## config.mk

```make
export PLATFORM = sky130hd
export DESIGN_NAME = ann_mac_slave_flat
export DESIGN_NICKNAME = d
export VERILOG_FILES = /design/src/rtl/ann_mac_pkg.sv /design/src/rtl/ann_mac_slave_if.sv /design/src/rtl/ann_mac_unit.sv /design/src/rtl/ann_mac_slave.sv /design/src/flat_wrapper.sv
export SDC_FILE = /design/constraint.sdc
export NUM_CORES = 2
export LEC_CHECK = 0
export BUFFER_PORTS_ARGS = -buffer_cell sky130_fd_sc_hd__buf_2
export CORE_MARGIN = 2
export CORE_UTILIZATION = 40
export CTS_BUF_LIST = sky130_fd_sc_hd__clkbuf_4
export CTS_CLUSTER_SIZE = 20
export DETAILED_ROUTE_END_ITERATION = 8
export SYNTH_ARGS = -nofsm -noshare
export SYNTH_HDL_FRONTEND = slang
export SYNTH_HIERARCHICAL = 1
export SYNTH_SLANG_ARGS = --single-unit
```

## constraint.sdc

```tcl
create_clock -name clk_clk -period 6.27 [get_ports clk_clk]
set_input_delay 0.627 -clock clk_clk [delete_from_list [all_inputs] [get_ports clk_clk]]
set_output_delay 0.627 -clock clk_clk [all_outputs]
set_load 0.1 [all_outputs]
```

## src/rtl/ann_mac_pkg.sv

```systemverilog
// ann_mac_pkg: shared definitions for the single-neuron MAC slave.
// Contents: register word addresses, CTRL/STATUS bit positions, the
// sequencer state enum and the int32 saturation helper.
package ann_mac_pkg;

    // Word addresses on the Avalon-MM slave
    localparam logic [2:0] ADDR_CTRL   = 3'd0;
    localparam logic [2:0] ADDR_LEN    = 3'd1;
    localparam logic [2:0] ADDR_XDATA  = 3'd2;
    localparam logic [2:0] ADDR_WDATA  = 3'd3;
    localparam logic [2:0] ADDR_RESULT = 3'd4;
    localparam logic [2:0] ADDR_STATUS = 3'd5;

    // CTRL bit positions
    localparam int CTRL_START   = 0;
    localparam int CTRL_CLR_PTR = 1;
    localparam int CTRL_RELU_EN = 2;
    localparam int CTRL_IRQ_EN  = 3;

    // STATUS bit positions
    localparam int STAT_BUSY = 0;
    localparam int STAT_DONE = 1;
    localparam int STAT_ERR  = 2;
    localparam int STAT_OVF  = 3;

    typedef enum logic [1:0] {
        ST_IDLE  = 2'd0,
        ST_RUN   = 2'd1,
        ST_DRAIN = 2'd2,
        ST_DONE  = 2'd3
    } mac_state_e;

    typedef struct packed {
        logic [31:0] value;
        logic        ovf;
    } sat_t;

    // Clamp a wide signed value into int32. The value fits when every bit
    // from 63 down to 31 equals the int32 sign bit.
    function automatic sat_t sat32(input logic signed [63:0] v);
        sat_t r;
        if (v[63:31] == {33{v[31]}}) begin
            r.value = v[31:0];
            r.ovf   = 1'b0;
        end else begin
            r.value = v[63] ? 32'h8000_0000 : 32'h7FFF_FFFF;
            r.ovf   = 1'b1;
        end
        return r;
    endfunction

endpackage

```

## src/rtl/ann_mac_slave_if.sv

```systemverilog
// ann_mac_slave_if: Avalon-MM bus between the HPS lightweight bridge
// (master) and the MAC slave.
// Signals: avs_address (word), avs_write/avs_writedata, avs_read,
// avs_readdata, avs_waitrequest.
// Handshake: a transfer happens on every clock edge where avs_write or
// avs_read is high; avs_waitrequest is held low so no transfer ever
// stalls, and avs_readdata is valid on the cycle after the avs_read cycle
// (fixed read latency 1).
interface ann_mac_slave_if;
    logic [2:0]  avs_address;
    logic        avs_write;
    logic [31:0] avs_writedata;
    logic        avs_read;
    logic [31:0] avs_readdata;
    logic        avs_waitrequest;

    modport master (
        output avs_address, avs_write, avs_writedata, avs_read,
        input  avs_readdata, avs_waitrequest
    );

    modport slave (
        input  avs_address, avs_write, avs_writedata, avs_read,
        output avs_readdata, avs_waitrequest
    );
endinterface

```

## src/rtl/ann_mac_unit.sv

```systemverilog
// ann_mac_unit: product register followed by accumulator.
// Ports: clk, rst (sync, active-high), clear (zeroes product stage and
// accumulator), valid (x/w pair is live this cycle), x, w (signed
// operands), acc (signed running sum, sign-extended products).
module ann_mac_unit #(
    parameter int DATA_W = 16,
    parameter int ACC_W  = 40
) (
    input  logic                     clk,
    input  logic                     rst,
    input  logic                     clear,
    input  logic                     valid,
    input  logic signed [DATA_W-1:0] x,
    input  logic signed [DATA_W-1:0] w,
    output logic signed [ACC_W-1:0]  acc
);
    logic signed [2*DATA_W-1:0] prod;
    logic                       prod_valid;

    always_ff @(posedge clk) begin
        if (rst || clear) begin
            prod       <= '0;
            prod_valid <= 1'b0;
            acc        <= '0;
        end else begin
            prod       <= x * w;
            prod_valid <= valid;
            if (prod_valid)
                acc <= acc + {{(ACC_W-2*DATA_W){prod[2*DATA_W-1]}}, prod};
        end
    end
endmodule

```

## src/rtl/ann_mac_slave.sv

```systemverilog
// ann_mac_slave: one-neuron dot-product engine behind the HPS lightweight
// bridge. Software loads X and W vectors, writes START, and reads RESULT
// (optionally ReLU'd, saturated to int32).
// Ports: clk_clk, reset_reset (sync, active-high), avs (Avalon-MM slave
// modport), irq (done & IRQ_EN), status_leds {done,busy,err,ovf,4'b0},
// dbg_state (current sequencer state).
module ann_mac_slave
    import ann_mac_pkg::*;
#(
    parameter int DATA_W = 16,
    parameter int DEPTH  = 64,
    parameter int ACC_W  = 40
) (
    input  logic                 clk_clk,
    input  logic                 reset_reset,
    ann_mac_slave_if.slave       avs,
    output logic                 irq,
    output logic [7:0]           status_leds,
    output mac_state_e           dbg_state
);
    localparam int PTR_W = $clog2(DEPTH);
    localparam int LEN_W = PTR_W + 1;

    mac_state_e        state;
    logic [LEN_W-1:0]  len;
    logic [PTR_W-1:0]  xptr, wptr, idx;
    logic              drain_cnt;
    logic              relu_en, irq_en;
    logic              busy, done, err, ovf;
    logic [31:0]       result;
    logic [31:0]       rdata_q;
    logic              rd_valid;

    logic signed [DATA_W-1:0] x_mem [DEPTH];
    logic signed [DATA_W-1:0] w_mem [DEPTH];
    logic signed [DATA_W-1:0] x_rd, w_rd;
    logic signed [ACC_W-1:0]  acc;

    // Write decode
    logic [31:0] wd;
    logic wr_ctrl, wr_len, wr_xdata, wr_wdata, wr_status;
    logic start_bit, clr_bit, start_go;

    assign wd        = avs.avs_writedata;
    assign wr_ctrl   = avs.avs_write && (avs.avs_address == ADDR_CTRL);
    assign wr_len    = avs.avs_write && (avs.avs_address == ADDR_LEN);
    assign wr_xdata  = avs.avs_write && (avs.avs_address == ADDR_XDATA);
    assign wr_wdata  = avs.avs_write && (avs.avs_address == ADDR_WDATA);
    assign wr_status = avs.avs_write && (avs.avs_address == ADDR_STATUS);
    assign start_bit = wr_ctrl && wd[CTRL_START];
    assign clr_bit   = wr_ctrl && wd[CTRL_CLR_PTR];
    // CLR_PTR takes priority over START when both are written together.
    assign start_go  = start_bit && !clr_bit && !busy;

    // LEN is clamped into 1..DEPTH on the way in.
    logic [LEN_W-1:0] len_in;
    always_comb begin
        len_in = wd[LEN_W-1:0];
        if (wd == 32'd0)
            len_in = LEN_W'(1);
        else if (wd > 32'(DEPTH))
            len_in = LEN_W'(DEPTH);
    end

    // Vector RAMs: no reset so they map onto block RAM.
    always_ff @(posedge clk_clk) begin
        if (wr_xdata && !busy) x_mem[xptr] <= wd[DATA_W-1:0];
        if (wr_wdata && !busy) w_mem[wptr] <= wd[DATA_W-1:0];
        x_rd <= x_mem[idx];
        w_rd <= w_mem[idx];
    end

    ann_mac_unit #(.DATA_W(DATA_W), .ACC_W(ACC_W)) u_unit (
        .clk   (clk_clk),
        .rst   (reset_reset),
        .clear (start_go),
        .valid (rd_valid),
        .x     (x_rd),
        .w     (w_rd),
        .acc   (acc)
    );

    // Result stage: ReLU short-circuits negatives, otherwise clamp to int32.
    logic signed [63:0] acc_ext;
    sat_t               sat_r;
    logic [31:0]        res_val;
    logic               res_ovf;
    assign acc_ext = {{(64-ACC_W){acc[ACC_W-1]}}, acc};
    assign sat_r   = sat32(acc_ext);
    always_comb begin
        res_val = sat_r.value;
        res_ovf = sat_r.ovf;
        if (relu_en && acc[ACC_W-1]) begin
            res_val = 32'd0;
            res_ovf = 1'b0;
        end
    end

    // Read mux, sampled before this cycle's write takes effect.
    logic [31:0] rd_mux;
    always_comb begin
        rd_mux = 32'd0;
        case (avs.avs_address)
            ADDR_CTRL:   rd_mux = {28'd0, irq_en, relu_en, 2'b00};
            ADDR_LEN:    rd_mux = 32'(len);
            ADDR_RESULT: rd_mux = result;
            ADDR_STATUS: rd_mux = {8'd0, 8'(wptr), 8'(xptr), 4'd0, ovf, err, done, busy};
            default:     rd_mux = 32'd0;
        endcase
    end

    // CSR + sequencer. Later assignments in this block deliberately
    // override earlier ones (e.g. the DONE state's done<=1 beats a clear).
    always_ff @(posedge clk_clk) begin
        if (reset_reset) begin
            state     <= ST_IDLE;
            len       <= LEN_W'(1);
            xptr      <= '0;
            wptr      <= '0;
            idx       <= '0;
            drain_cnt <= 1'b0;
            relu_en   <= 1'b0;
            irq_en    <= 1'b0;
            busy      <= 1'b0;
            done      <= 1'b0;
            err       <= 1'b0;
            ovf       <= 1'b0;
            result    <= '0;
            rdata_q   <= '0;
            rd_valid  <= 1'b0;
        end else begin
            if (avs.avs_read)
                rdata_q <= rd_mux;

            rd_valid <= (state == ST_RUN);

            if (wr_ctrl) begin
                relu_en <= wd[CTRL_RELU_EN];
                irq_en  <= wd[CTRL_IRQ_EN];
            end

            if (wr_status) begin
                if (wd[STAT_ERR]) err <= 1'b0;
                if (wd[STAT_OVF]) ovf <= 1'b0;
                if (wd[STAT_DONE] && !busy) done <= 1'b0;
            end

            if (busy) begin
                if (wr_len || wr_xdata || wr_wdata || start_bit)
                    err <= 1'b1;
            end else begin
                if (wr_len) len <= len_in;
                if (clr_bit) begin
                    xptr <= '0;
                    wptr <= '0;
                end
                if (wr_xdata) xptr <= xptr + PTR_W'(1);
                if (wr_wdata) wptr <= wptr + PTR_W'(1);
            end

            case (state)
                ST_IDLE: begin
                    if (start_go) begin
                        state <= ST_RUN;
                        idx   <= '0;
                        busy  <= 1'b1;
                        done  <= 1'b0;
                    end
                end
                ST_RUN: begin
                    idx <= idx + PTR_W'(1);
                    if ({1'b0, idx} == len - LEN_W'(1)) begin
                        state     <= ST_DRAIN;
                        drain_cnt <= 1'b0;
                    end
                end
                ST_DRAIN: begin
                    // Two cycles: RAM read and product stage empty out.
                    drain_cnt <= 1'b1;
                    if (drain_cnt)
                        state <= ST_DONE;
                end
                ST_DONE: begin
                    result <= res_val;
                    if (res_ovf) ovf <= 1'b1;
                    busy  <= 1'b0;
                    done  <= 1'b1;
                    state <= ST_IDLE;
                end
                default: state <= ST_IDLE;
            endcase
        end
    end

    assign avs.avs_readdata    = rdata_q;
    assign avs.avs_waitrequest = 1'b0;
    assign irq                 = done && irq_en;
    assign status_leds         = {done, busy, err, ovf, 4'b0000};
    assign dbg_state           = state;
endmodule

```

## src/flat_wrapper.sv

```systemverilog
// flat-port wrapper written by rule: the top's interface ports become plain ports
module ann_mac_slave_flat import ann_mac_pkg::*;
#(
    parameter int DATA_W = 16,
    parameter int DEPTH  = 64,
    parameter int ACC_W  = 40
)
  (clk_clk, reset_reset, irq, status_leds, dbg_state, avs_avs_address, avs_avs_write, avs_avs_writedata, avs_avs_read, avs_avs_readdata, avs_avs_waitrequest);
  ann_mac_slave_if avs_i ();
  input  logic clk_clk;
  input  logic reset_reset;
  output logic irq;
  output logic [7:0] status_leds;
  output mac_state_e dbg_state;
  input wire logic [$bits(avs_i.avs_address)-1:0] avs_avs_address;
  input wire logic [$bits(avs_i.avs_write)-1:0] avs_avs_write;
  input wire logic [$bits(avs_i.avs_writedata)-1:0] avs_avs_writedata;
  input wire logic [$bits(avs_i.avs_read)-1:0] avs_avs_read;
  output wire logic [$bits(avs_i.avs_readdata)-1:0] avs_avs_readdata;
  output wire logic [$bits(avs_i.avs_waitrequest)-1:0] avs_avs_waitrequest;
  assign avs_i.avs_address = avs_avs_address;
  assign avs_i.avs_write = avs_avs_write;
  assign avs_i.avs_writedata = avs_avs_writedata;
  assign avs_i.avs_read = avs_avs_read;
  assign avs_avs_readdata = avs_i.avs_readdata;
  assign avs_avs_waitrequest = avs_i.avs_waitrequest;
  ann_mac_slave #(.DATA_W(DATA_W), .DEPTH(DEPTH), .ACC_W(ACC_W)) u_core (.clk_clk(clk_clk), .reset_reset(reset_reset), .avs(avs_i), .irq(irq), .status_leds(status_leds), .dbg_state(dbg_state));
endmodule
```

==> flow_summary.ini <==
[sta]
hold_violations = 0
fin_tns_setup_ns = 0
rsz0062_at_grt = no
finalClockSkew_ns = 0.124
worst_pin_slew_ns = 1.29
fmax_mhz = 165
period_share_pct = 96.9
setup_viol = 0
slew_viol_final = 0
fin_crit_ns = 6.08
relSlewSlack_pct = 13.9

[clocking]
cts-resized-gates = 0
clk_latency_ns = 1.41
cts.sinks = 2252
clkTransAtPathRegs_ns = 0.06
cts_buffer_depth = 4
postCtsSetupBuffers = 0
h-tree-depth = 6
cts_tree = done
cts_buffers = 602
cts-root-buf = clkbuf_4
postCtsHoldBufs = 39

[die]
die_y_um = 500
pin_count = 83
fp.dieW_um = 500
fp.dieArea_um2 = 250000
initial_core_util_pct = 40.3
rows = 181
core_um2 = 244000

[cells_and_area]
final_nets = 6846
mostFrequentLayoutCells = 2048 x edfxtp_1, 874 x clkbuf_4, 477 x mux4_2
area_delta_synth_final_pct = 13.3
drive_above_1_share_pct = 27.3
mostFrequentLayoutCell = edfxtp_1

[yosys]
avgSynthCellArea_um2 = 17.1
ys.flop_type = edfxtp_1
synth_enable_flop_cells = 2048
yosysUniqueCellTypes = 79
yosysWarnings = 6
ys_ff_latch = 2252
synthCells = 5731
ys_seq_area_share_pct = 66.8
synthArstFlopShare_pct = 0
synth_area_um2 = 98200

[drt]
ant_nets = 0
routed_wl_mm = 266
drcViolationCount = 0
route.vias.total = 55700
drt-initial-drc-count = 6119
wl_per_cell_um = 26.6
drt-vias-per-instance = 5.56
dr.pass1.iters = 5

[setup_path]
critPathKind = register to register
cp_max_fo = 9
worstReg2RegEnd = u_core/u_unit/prod[28]
worst_ep_arrival_time_ns = 7.35
worstSetupStartpointType = register
regToRegSetupSlack_ns = 0.19
cp-end-kind = register
required_ns = 7.54
r2r_cells = 20
r2r-start = u_core/x_rd[10]

[power]
power.density_nw_per_um2 = 346
p_leak_nw = 37.2
ir_drop_mv = 0.485
power_mw = 38.5

[place]
place_hpwl_mm = 162
place_congestion = 0.853
numPortBuffers = 77

[worst_hold_path]
min_path_cells = 2
min_path_type = input port to register
min_to = u_core/x_mem[8][6]
worstHoldStart = avs_avs_writedata[6]

[global_routing]
grt_overflow = 0
first_global_vias = 56600
antenna_found_initial = 20
grt_pass1_wl_mm = 386
grt_max_degree = 97
grt_usage_pct = 21.1

[status]
status = completed

[run]
maxCapViolCount = 0
-- per-layer routing --
metal | wire (um) | vias up | global-route usage (%) | part of all wire (%)
met5 | 33 | - | 0 | 0.012
met4 | 8990 | 4 | 7.74 | 3.4
met3 | 22900 | 458 | 4.85 | 8.6
met2 | 122000 | 2515 | 32.4 | 46
met1 | 112000 | 28900 | 29.4 | 42
li1 | - | 23800 | - | -
-- power breakdown --
part | internal [mW] | total, mW | leakage [nW] | switching [mW]
sequential | 16.5 | 16.6 | 20.1 | 0.0900
clock | 6.74 | 12.6 | 4.38 | 5.86
combinational | 4.03 | 9.29 | 12.8 | 5.26
total | 27.3 | 38.5 | 37.2 | 11.2
-- worst max-delay path by stage --
stage / start / endpoint / cells after the start
after floorplan: u_core/x_rd[15] / u_core/u_unit/prod[28] / 19
after global placement: u_core/x_rd[10] / u_core/u_unit/prod[28] / 20
after detailed placement: u_core/x_rd[10] / u_core/u_unit/prod[28] / 20
after CTS: u_core/x_rd[10] / u_core/u_unit/prod[28] / 20
after global routing: u_core/x_rd[8] / u_core/u_unit/prod[31] / 20
final: u_core/x_rd[10] / u_core/u_unit/prod[28] / 20
-- through the flow --
stage / std cells / area (um^2) / utilization, % / setup WS [ns] / hold slack [ns]
after detailed placement: 8974 / 104000 / 42.5 / 0.148 / 0.413
after CTS: 10000 / 111000 / 45.7 / 0.218 / 0.0651
final: 10000 / 111000 / 45.7 / 0.192 / 0.199
after global placement: 8974 / 104000 / 42.5 / 0.190 / 0.415
after global routing: 10000 / 111000 / 45.7 / 0.0303 / 0.121
after floorplan: 5735 / 98200 / - / 0.288 / 0.406
-- critical path: stages (launching register included) --
cell	delay (ns)
dfxtp_1	0.59
nand2_1	0.15
fa_1	0.57
inv_1	0.06
fa_1	0.48
fa_1	0.59
fa_1	0.44
fa_1	0.53
inv_1	0.07
fa_1	0.47
inv_1	0.04
ha_1	0.29
a21o_1	0.18
a21o_1	0.17
a21o_1	0.19
a221oi_1	0.27
o21bai_1	0.15
o41ai_2	0.37
o21ai_1	0.14
xor2_1	0.15
and2_1	0.15
-- cell usage after synthesis (7+ instances only) --
cell / count / share of area, %
o21ai_1: 23 / 0.12
o211ai_1: 42 / 0.32
xnor2_1: 47 / 0.42
a21oi_1: 186 / 0.95
and2_1: 134 / 0.85
a211oi_1: 53 / 0.41
o221ai_1: 44 / 0.39
nor3b_1: 8 / 0.061
buf_4: 44 / 0.34
mux2_2: 14 / 0.16
nand2b_1: 66 / 0.42
nand2_1: 242 / 0.92
dfxtp_1: 204 / 4.2
clkbuf_1: 164 / 0.63
nand3_1: 64 / 0.33
o21ai_0: 126 / 0.64
a31oi_1: 23 / 0.15
buf_6: 16 / 0.18
a21o_1: 39 / 0.30
o21a_1: 7 / 0.053
nor3_1: 22 / 0.11
nand3b_1: 19 / 0.15
ha_1: 129 / 1.6
and3_1: 14 / 0.089
mux4_2: 477 / 11
nor2_1: 327 / 1.2
mux2i_1: 239 / 2.4
buf_2: 65 / 0.33
xor2_1: 31 / 0.28
o22ai_1: 39 / 0.25
edfxtp_1: 2048 / 63
nor4_1: 10 / 0.064
inv_1: 299 / 1.1
fa_1: 263 / 5.4
o21bai_1: 8 / 0.061
or3_1: 8 / 0.051
nor2b_1: 29 / 0.18
a221oi_1: 7 / 0.062
buf_1: 22 / 0.084
a2111oi_0: 7 / 0.062
a22oi_1: 32 / 0.24
nand4_1: 7 / 0.045
or2_2: 12 / 0.076
-- logic make-up after synthesis --
family,after synthesis,synth area share [%]
flip-flops,2252,66.8
multiplexers,730,13.5
buffers and inverters,612,2.71
AND/OR/NAND/NOR,979,4.76
other,1,0.00382
XOR/XNOR,78,0.695
adder cells (fa/ha/maj),392,7.00
AO/OA/AOI/OAI,687,4.53
-- layout make-up --
class | instances | area [um^2]
Multi-Input combinational cell | 2871 | 30200
Inverter | 301 | 1130
Clock inverter | 113 | 722
Antenna cell | 13 | 32.5
Clock buffer | 874 | 6560
Tap cell | 3202 | 4010
Sequential cell | 2252 | 65600
Fill cell | 21300 | 132000
Timing Repair Buffer | 387 | 3070
-- registers in the layout (all words and copies together), names as in the netlist, 2 cells and up --
signal / count
u_core/w_mem: 1024
u_core/result: 32
u_core/dbg_state: 2
u_core/w_rd: 16
u_core/idx: 6
u_core/u_unit/prod: 32
u_core/avs.avs_readdata: 32
u_core/len: 7
u_core/u_unit/acc: 40
u_core/wptr: 6
u_core/xptr: 6
u_core/x_rd: 16
u_core/x_mem: 1024
Note: power is estimated with default switching activity, not from simulation.
